`src/rtl/dsp_div_unsigned_seq_if.sv`:
```
// dsp_div_unsigned_seq_if
//   Handshake/data bundle for the sequential unsigned divider.
//   master : requester side (drives start/dividend/divisor, observes results)
//   slave  : divider side
//   start        request, sampled only while busy=0
//   dividend     DIVIDEND_W-bit operand, captured on accepted start
//   divisor      DIVISOR_W-bit operand, captured on accepted start
//   busy         high while iterating
//   done         one-cycle result-valid pulse
//   quotient     DIVIDEND_W-bit result, held until the next done
//   remainder    DIVISOR_W-bit result, held until the next done
//   div_by_zero  set with done when the divisor was 0
//   qfit_err     set with done when the quotient does not fit A_W bits
interface dsp_div_unsigned_seq_if #(
  parameter int DIVIDEND_W = 38,
  parameter int DIVISOR_W  = 18
);
  logic                  start;
  logic [DIVIDEND_W-1:0] dividend;
  logic [DIVISOR_W-1:0]  divisor;
  logic                  busy;
  logic                  done;
  logic [DIVIDEND_W-1:0] quotient;
  logic [DIVISOR_W-1:0]  remainder;
  logic                  div_by_zero;
  logic                  qfit_err;

  modport master (
    output start, dividend, divisor,
    input  busy, done, quotient, remainder, div_by_zero, qfit_err
  );

  modport slave (
    input  start, dividend, divisor,
    output busy, done, quotient, remainder, div_by_zero, qfit_err
  );
endinterface

```
`src/rtl/dsp_div_unsigned_seq.sv`:
```
// dsp_div_unsigned_seq
//   Sequential radix-2 restoring unsigned divider, one quotient bit per cycle
//   MSB first. Defaults invert the 20x18->38 multiplier, so P / B recovers A.
//   Ports:
//     clk  rising-edge clock
//     rst  asynchronous active-high reset
//     bus  dsp_div_unsigned_seq_if.slave (start/busy/done handshake, operands,
//          quotient, remainder, div_by_zero, qfit_err)
//   Optional feature: define DSP_DIV_QFIT_CHECK_EN to build the quotient-fit
//   check (qfit_err = quotient >= 2**A_W, never with div_by_zero). Without it
//   qfit_err is constant 0.
module dsp_div_unsigned_seq #(
  parameter int DIVIDEND_W = 38,
  parameter int DIVISOR_W  = 18,
  parameter int A_W        = 20
) (
  input logic                   clk,
  input logic                   rst,
  dsp_div_unsigned_seq_if.slave bus
);

  localparam int CNT_W = $clog2(DIVIDEND_W + 1);
  localparam logic [CNT_W-1:0] LAST = CNT_W'(DIVIDEND_W - 1);

  if (A_W < 1 || A_W >= DIVIDEND_W) begin : g_bad_a_w
    $error("A_W must lie in 1..DIVIDEND_W-1");
  end

  typedef enum logic [1:0] {IDLE, CALC, DONE} state_t;

  state_t                state_q, state_d;
  logic [DIVIDEND_W-1:0] dvd_q, dvd_d;   // dividend shifting out, quotient shifting in
  logic [DIVISOR_W-1:0]  dsr_q, dsr_d;
  logic [DIVISOR_W-1:0]  rem_q, rem_d;   // partial remainder
  logic [CNT_W-1:0]      cnt_q, cnt_d;
  logic [DIVIDEND_W-1:0] quo_q, quo_d;
  logic [DIVISOR_W-1:0]  rmd_q, rmd_d;
  logic                  dbz_q, dbz_d;
  logic                  qfit_q, qfit_d;

  logic [DIVISOR_W:0]    trial;
  logic                  ge;
  logic [DIVISOR_W-1:0]  rem_nxt;
  logic [DIVIDEND_W-1:0] dvd_nxt;

  // One restoring step. Since rem_q < divisor, trial < 2*divisor and the
  // difference always fits back into DIVISOR_W bits.
  always_comb begin
    trial   = {rem_q, dvd_q[DIVIDEND_W-1]};
    ge      = (trial >= {1'b0, dsr_q});
    rem_nxt = ge ? DIVISOR_W'(trial - {1'b0, dsr_q}) : trial[DIVISOR_W-1:0];
    dvd_nxt = {dvd_q[DIVIDEND_W-2:0], ge};
  end

  always_comb begin
    state_d = state_q;
    dvd_d   = dvd_q;
    dsr_d   = dsr_q;
    rem_d   = rem_q;
    cnt_d   = cnt_q;
    quo_d   = quo_q;
    rmd_d   = rmd_q;
    dbz_d   = dbz_q;
    qfit_d  = qfit_q;
    case (state_q)
      IDLE, DONE: begin
        if (bus.start) begin
          dvd_d = bus.dividend;
          dsr_d = bus.divisor;
          rem_d = '0;
          cnt_d = '0;
          if (bus.divisor == '0) begin
            // Zero divisor skips iteration and reports in the next cycle.
            state_d = DONE;
            quo_d   = '1;
            rmd_d   = '0;
            dbz_d   = 1'b1;
            qfit_d  = 1'b0;
          end else begin
            state_d = CALC;
          end
        end else begin
          state_d = IDLE;
        end
      end
      CALC: begin
        dvd_d = dvd_nxt;
        rem_d = rem_nxt;
        cnt_d = cnt_q + CNT_W'(1);
        if (cnt_q == LAST) begin
          // Results are taken straight from the final step so that DONE
          // is the cycle right after the last iteration.
          state_d = DONE;
          quo_d   = dvd_nxt;
          rmd_d   = rem_nxt;
          dbz_d   = 1'b0;
`ifdef DSP_DIV_QFIT_CHECK_EN
          qfit_d  = |dvd_nxt[DIVIDEND_W-1:A_W];
`else
          qfit_d  = 1'b0;
`endif
        end
      end
      default: state_d = IDLE;
    endcase
  end

  always_ff @(posedge clk or posedge rst) begin
    if (rst) begin
      state_q <= IDLE;
      dvd_q   <= '0;
      dsr_q   <= '0;
      rem_q   <= '0;
      cnt_q   <= '0;
      quo_q   <= '0;
      rmd_q   <= '0;
      dbz_q   <= 1'b0;
      qfit_q  <= 1'b0;
    end else begin
      state_q <= state_d;
      dvd_q   <= dvd_d;
      dsr_q   <= dsr_d;
      rem_q   <= rem_d;
      cnt_q   <= cnt_d;
      quo_q   <= quo_d;
      rmd_q   <= rmd_d;
      dbz_q   <= dbz_d;
      qfit_q  <= qfit_d;
    end
  end

  assign bus.busy        = (state_q == CALC);
  assign bus.done        = (state_q == DONE);
  assign bus.quotient    = quo_q;
  assign bus.remainder   = rmd_q;
  assign bus.div_by_zero = dbz_q;
  assign bus.qfit_err    = qfit_q;

endmodule

```
`src/flat_wrapper.sv`:
```
// flat-port wrapper written by rule: the top's interface ports become plain ports
module dsp_div_unsigned_seq_flat 
#(
  parameter int DIVIDEND_W = 38,
  parameter int DIVISOR_W  = 18,
  parameter int A_W        = 20
)
  (clk, rst, bus_start, bus_dividend, bus_divisor, bus_busy, bus_done, bus_quotient, bus_remainder, bus_div_by_zero, bus_qfit_err);
  dsp_div_unsigned_seq_if #(.DIVIDEND_W(DIVIDEND_W), .DIVISOR_W(DIVISOR_W)) bus_i ();
  input logic clk;
  input logic rst;
  input wire logic [$bits(bus_i.start)-1:0] bus_start;
  input wire logic [$bits(bus_i.dividend)-1:0] bus_dividend;
  input wire logic [$bits(bus_i.divisor)-1:0] bus_divisor;
  output wire logic [$bits(bus_i.busy)-1:0] bus_busy;
  output wire logic [$bits(bus_i.done)-1:0] bus_done;
  output wire logic [$bits(bus_i.quotient)-1:0] bus_quotient;
  output wire logic [$bits(bus_i.remainder)-1:0] bus_remainder;
  output wire logic [$bits(bus_i.div_by_zero)-1:0] bus_div_by_zero;
  output wire logic [$bits(bus_i.qfit_err)-1:0] bus_qfit_err;
  assign bus_i.start = bus_start;
  assign bus_i.dividend = bus_dividend;
  assign bus_i.divisor = bus_divisor;
  assign bus_busy = bus_i.busy;
  assign bus_done = bus_i.done;
  assign bus_quotient = bus_i.quotient;
  assign bus_remainder = bus_i.remainder;
  assign bus_div_by_zero = bus_i.div_by_zero;
  assign bus_qfit_err = bus_i.qfit_err;
  dsp_div_unsigned_seq #(.DIVIDEND_W(DIVIDEND_W), .DIVISOR_W(DIVISOR_W), .A_W(A_W)) u_core (.clk(clk), .rst(rst), .bus(bus_i));
endmodule
```
`config.mk`:
```
export PLATFORM = sky130hd
export DESIGN_NAME = dsp_div_unsigned_seq_flat
export DESIGN_NICKNAME = d
export VERILOG_FILES = /design/src/rtl/dsp_div_unsigned_seq_if.sv /design/src/rtl/dsp_div_unsigned_seq.sv /design/src/flat_wrapper.sv
export SDC_FILE = /design/constraint.sdc
export NUM_CORES = 1
export LEC_CHECK = 0
export ABC_AREA = 1
export CAP_MARGIN = 15
export CORE_MARGIN = 2
export CORE_UTILIZATION = 49
export DETAILED_ROUTE_END_ITERATION = 10
export PLACE_DENSITY_LB_ADDON = 0.08
export SLEW_MARGIN = 20
export SYNTH_ARGS = -nofsm -noshare
export SYNTH_HDL_FRONTEND = slang
export SYNTH_SLANG_ARGS = --single-unit
export TNS_END_PERCENT = 1
```
`constraint.sdc`:
```
create_clock -name clk -period 4.6 [get_ports clk]
set_input_delay 0.92 -clock clk [delete_from_list [all_inputs] [get_ports clk]]
set_output_delay 0.92 -clock clk [all_outputs]
set_load 0.01 [all_outputs]
```
# == Yosys cells after proc, flatten, opt, wreduce, memory -nomap -nowiden ==
# Index checks and enable logic that the tools add are counted.
# W data, S select, Z words.
# word_totals
register_bits,140
input_bits,59
# op_classes
addsub,2
n_lt_le_gt_ge,1
n_eq_ne,6
n_mux,26
reduce_logical,7
# op_table
op,n
$mux W38,4
$pmux W38 S2,2
$mux W18,5
$pmux W18 S2,2
$ge A19 B18 Y1,1
$logic_not A18 Y1,1
$sub A18 B18 Y18,1
$pmux W6 S2,1
$add A6 B1 Y6 const B,1
$eq A6 B6 Y1 const B,1
$mux W2,3
$mux W6,1
$mux W1,5
$ne A2 B1 Y1 const B,2
$pmux W1 S2,2
$pmux W2 S2,1
$reduce_and A2 Y1,2
$reduce_and A4 Y1,1
$eq A2 B1 Y1 const B,1
$eq A2 B2 Y1 const B,1
$logic_not A2 Y1,1
$ne A2 B2 Y1 const B,1
$reduce_bool A2 Y1,1
$reduce_or A2 Y1,1

# == Logic depth before layout (Yosys ltp) ==
# depth
ltp_word,4
mapped_depth,17
depth_no_buf,17

# == Least setup slack after synthesis ==
# Ideal clock, no wire load.
# synth_timing
path_kind,register to output
from,register u_core.state_q[1]
to,output bus_busy
arrival_ns,1.225
t_required_ns,3.680
setup_slack_ns,2.455
path_stages_with_launch,5
path_buffers,3
path_cell_list,dfrtp_1 nor2_4 buf_2 buf_2 buf_1
# synth_via
elab_chain_cells,1
# synth_lines
item,line_no,rtl
"start, declared",dsp_div_unsigned_seq.sv:31,"state_t state_q, state_d;"
"start signal, assigned",dsp_div_unsigned_seq.sv:120,state_q <= state_d;
$eq A2 B1 Y1,dsp_div_unsigned_seq.sv:132,assign bus.busy = (state_q == CALC);
"end, declared",flat_wrapper.sv:15,output wire logic [$bits(bus_i.busy)-1:0] bus_busy;
# Every way passes these cells.

# == Worst setup path in the final report ==
# Ends and elaborated chain as after synthesis.

==> results.md <==
* Cell variety after synth at 40
* Syn Nets at 1,009
* Setup TNS at 0 ns
* Routed WL at 16.8 mm
* Register area share after synthesis at 48.4%
* LEAKAGE at 4.65 nW
* Postcts setup bufs at 0
* FF+latch area at 3480 µm²
* Max Buffers Root-to-Sink at 2
* Crit path time final at 2.99 ns
* Antenna-violating nets left at 0
* Initial DRC count at 395
* CTS tree: done
* Post_cts resized at 0
* Detailed placement HPWL at 11.8 mm
* Status: completed
* Area of the mapped netlist at 7180 µm²
* Via density at 5.00
* Layout cell share with drive strength beyond 1 at 6.39%
* Sink Count at 139
* Hold Path Class: flip-flop to flip-flop
* Layout net count at 1,116
* Root buf cell: clkbuf_16
* Diode count at 0
* # fillers at 1,310
* Crit start category: flip-flop
* Hold_buf cts at 0
* Worst-margin pin slew at 0.688 ns
* Row count at 44
* Htree depth at 4
* Residual DRC count at 0
* Period utilization at 65.0%
* Total track usage at 22.5%
* Final hold vios at 0
* Die W at 125 µm
* Slack of the critical path at 1.61 ns
* Area delta synth->final at 26.5%
* Total grt overflow at 0
* Number of global-route vias before repair at 5,913
* Post-place setup slack at 1.34 ns
* Post-synth EDFFs at 0
* Vias post-DR at 6,168
* Multi-input logic area at 3090 µm²
* # IOs at 119
* Pwr Density at 884 nW/µm²
* I/O Buffers at 117
* Main flop type after synthesis: dfrtp_1
* Largest net degree at the start of global routing at 80
* Async SR Flop Fraction at 100%
* TritonCTS Buffers at 17
* Placer Congestion at 0.875
* Max_slew headroom at 54.1%
* Critical path peak fanout at 46
* Number of synthesized register bits at 139
* Worst Path Required at 3.68 ns
* Worst VDD drop at 0.000378 V
* DR pass1 iterations at 7
* Syn Inst Count at 929
* Worst skew pair latency at 0.42 ns
* Maximum clock rate at 0.334 GHz
* Max cap viols at 0
* Initial Util at 49.8%
* Die height at 125 µm
* Clk pin slew, worst setup/hold paths at 0.06 ns
* Wire per inst at 13.7 µm
* Avg Inst Size Synth at 7.73 µm²
* Core area at 14,400 µm²
* RSZ-0062 raised after global routing: false
* Antenna violations before repair at 0
* Crit path kind: flip-flop to primary output
* Die area at 15,600 µm²
* Layout Skew at 0.00847 ns
* Commonest cells after routing, fill and taps aside: nand2_1, dfrtp_1, clkdlybuf4s50_1, inv_1, o21ai_0
* Most common cell after layout, fill and taps aside: nand2_1
* First-pass GRT wire length at 28.6 mm
* Overall Power at 0.00803 W
* Crit path DAT at 2.07 ns
* Critical path capture point type: primary output
* YS warnings at 0
* Max-slew violation count at 0
* Final count of negative-setup-slack endpoints at 0
==> registers in the layout, indices dropped and copies added, names as in the netlist <==
name / flops
u_core.bus.quotient: 38
u_core.dvd_q: 38
u_core.bus.remainder: 18
u_core.dsr_q: 18
u_core.rem_q: 18
u_core.cnt_q: 6
u_core.state_q: 2
u_core.bus.div_by_zero: 1
==> cell families (layout without fill, tap and decap cells) <==
group	after synthesis	after routing	share of synthesized area [%]
flip-flops	139	139	48.4
other	1	1	0.0522
AO/OA/AOI/OAI	132	132	11.2
XOR/XNOR	8	8	0.975
buffers and inverters	153	273	8.60
AND/OR/NAND/NOR	475	475	27.0
adder cells (fa/ha/maj)	21	21	3.76
==> Yosys cell counts (3+ instances only) <==
cell,instances,area share [%]
a21oi_1,16,1.1
buf_1,6,0.31
buf_2,9,0.63
buf_4,5,0.52
clkbuf_1,17,0.89
dfrtp_1,139,48
ha_1,20,3.5
inv_1,110,5.7
inv_2,3,0.16
nand2_1,375,20
nand2_2,3,0.26
nand3_1,45,3.1
nand4_1,6,0.52
nor2_1,27,1.4
nor3_1,3,0.21
o211ai_1,37,3.9
o21ai_0,63,4.4
o21ai_2,4,0.49
o22ai_1,3,0.26
xor2_1,8,0.98
==> worst paths after layout <==
kind | slack (ns) | start | endpoint | depth (start not counted)
min in group asynchronous | 0.78 | rst | u_core.dsr_q[16] | 2
max in group asynchronous | 2.90 | rst | u_core.rem_q[1] | 3
worst max-delay path | 1.61 | u_core.state_q[1] | bus_busy | 3
worst max register to register | 1.84 | u_core.rem_q[13] | u_core.bus.remainder[14] | 13
worst min-delay path | 0.47 | u_core.bus.quotient[4] | u_core.bus.quotient[4] | 2
worst min register to register | 0.47 | u_core.bus.quotient[4] | u_core.bus.quotient[4] | 2
==> final cells by class <==
class	count	area share, %
clock buffer	19	4.98
clock inverter	13	1.45
inverter	115	4.82
multi-input combinational	637	34.0
sequential	139	38.3
tap	184	2.53
timing repair buffer	126	13.9
==> stage by stage <==
step	instances	instance area, µm²	util (%)	hold slack (ns)
floorplan	929	7190	-	0.453
finish	1233	9090	63.0	0.473
global placement	1201	8500	59.0	0.458
detailed placement	1201	8500	59.0	0.458
global route	1233	9090	63.0	0.486
CTS	1233	9090	63.0	0.475
==> worst max-delay path: stages (launching register included) <==
cell and delay (ns):
dfrtp_1 0.41, nor2_4 0.16, buf_4 0.42, clkdlybuf4s50_1 0.63
==> per-layer routing <==
| layer | global-route usage [%] | routed length [µm] | up-vias |
|---|---|---|---|
| met5 | 0 | 0 | - |
| met4 | 6.01 | 232 | 0 |
| met3 | 5.86 | 665 | 19 |
| met2 | 38.2 | 8230 | 116 |
| met1 | 28.7 | 7720 | 2872 |
| li1 | - | - | 3161 |
==> report_power, final <==
group          leakage [nW]  total [W]  internal (W)  switching, W
sequential             1.71    0.00218       0.00185      0.000325
combinational          2.66    0.00451       0.00171       0.00281
clock                 0.271    0.00134      0.000784      0.000560
total                  4.65    0.00803       0.00434       0.00369
No activity file was read; power rests on OpenSTA's default activity.
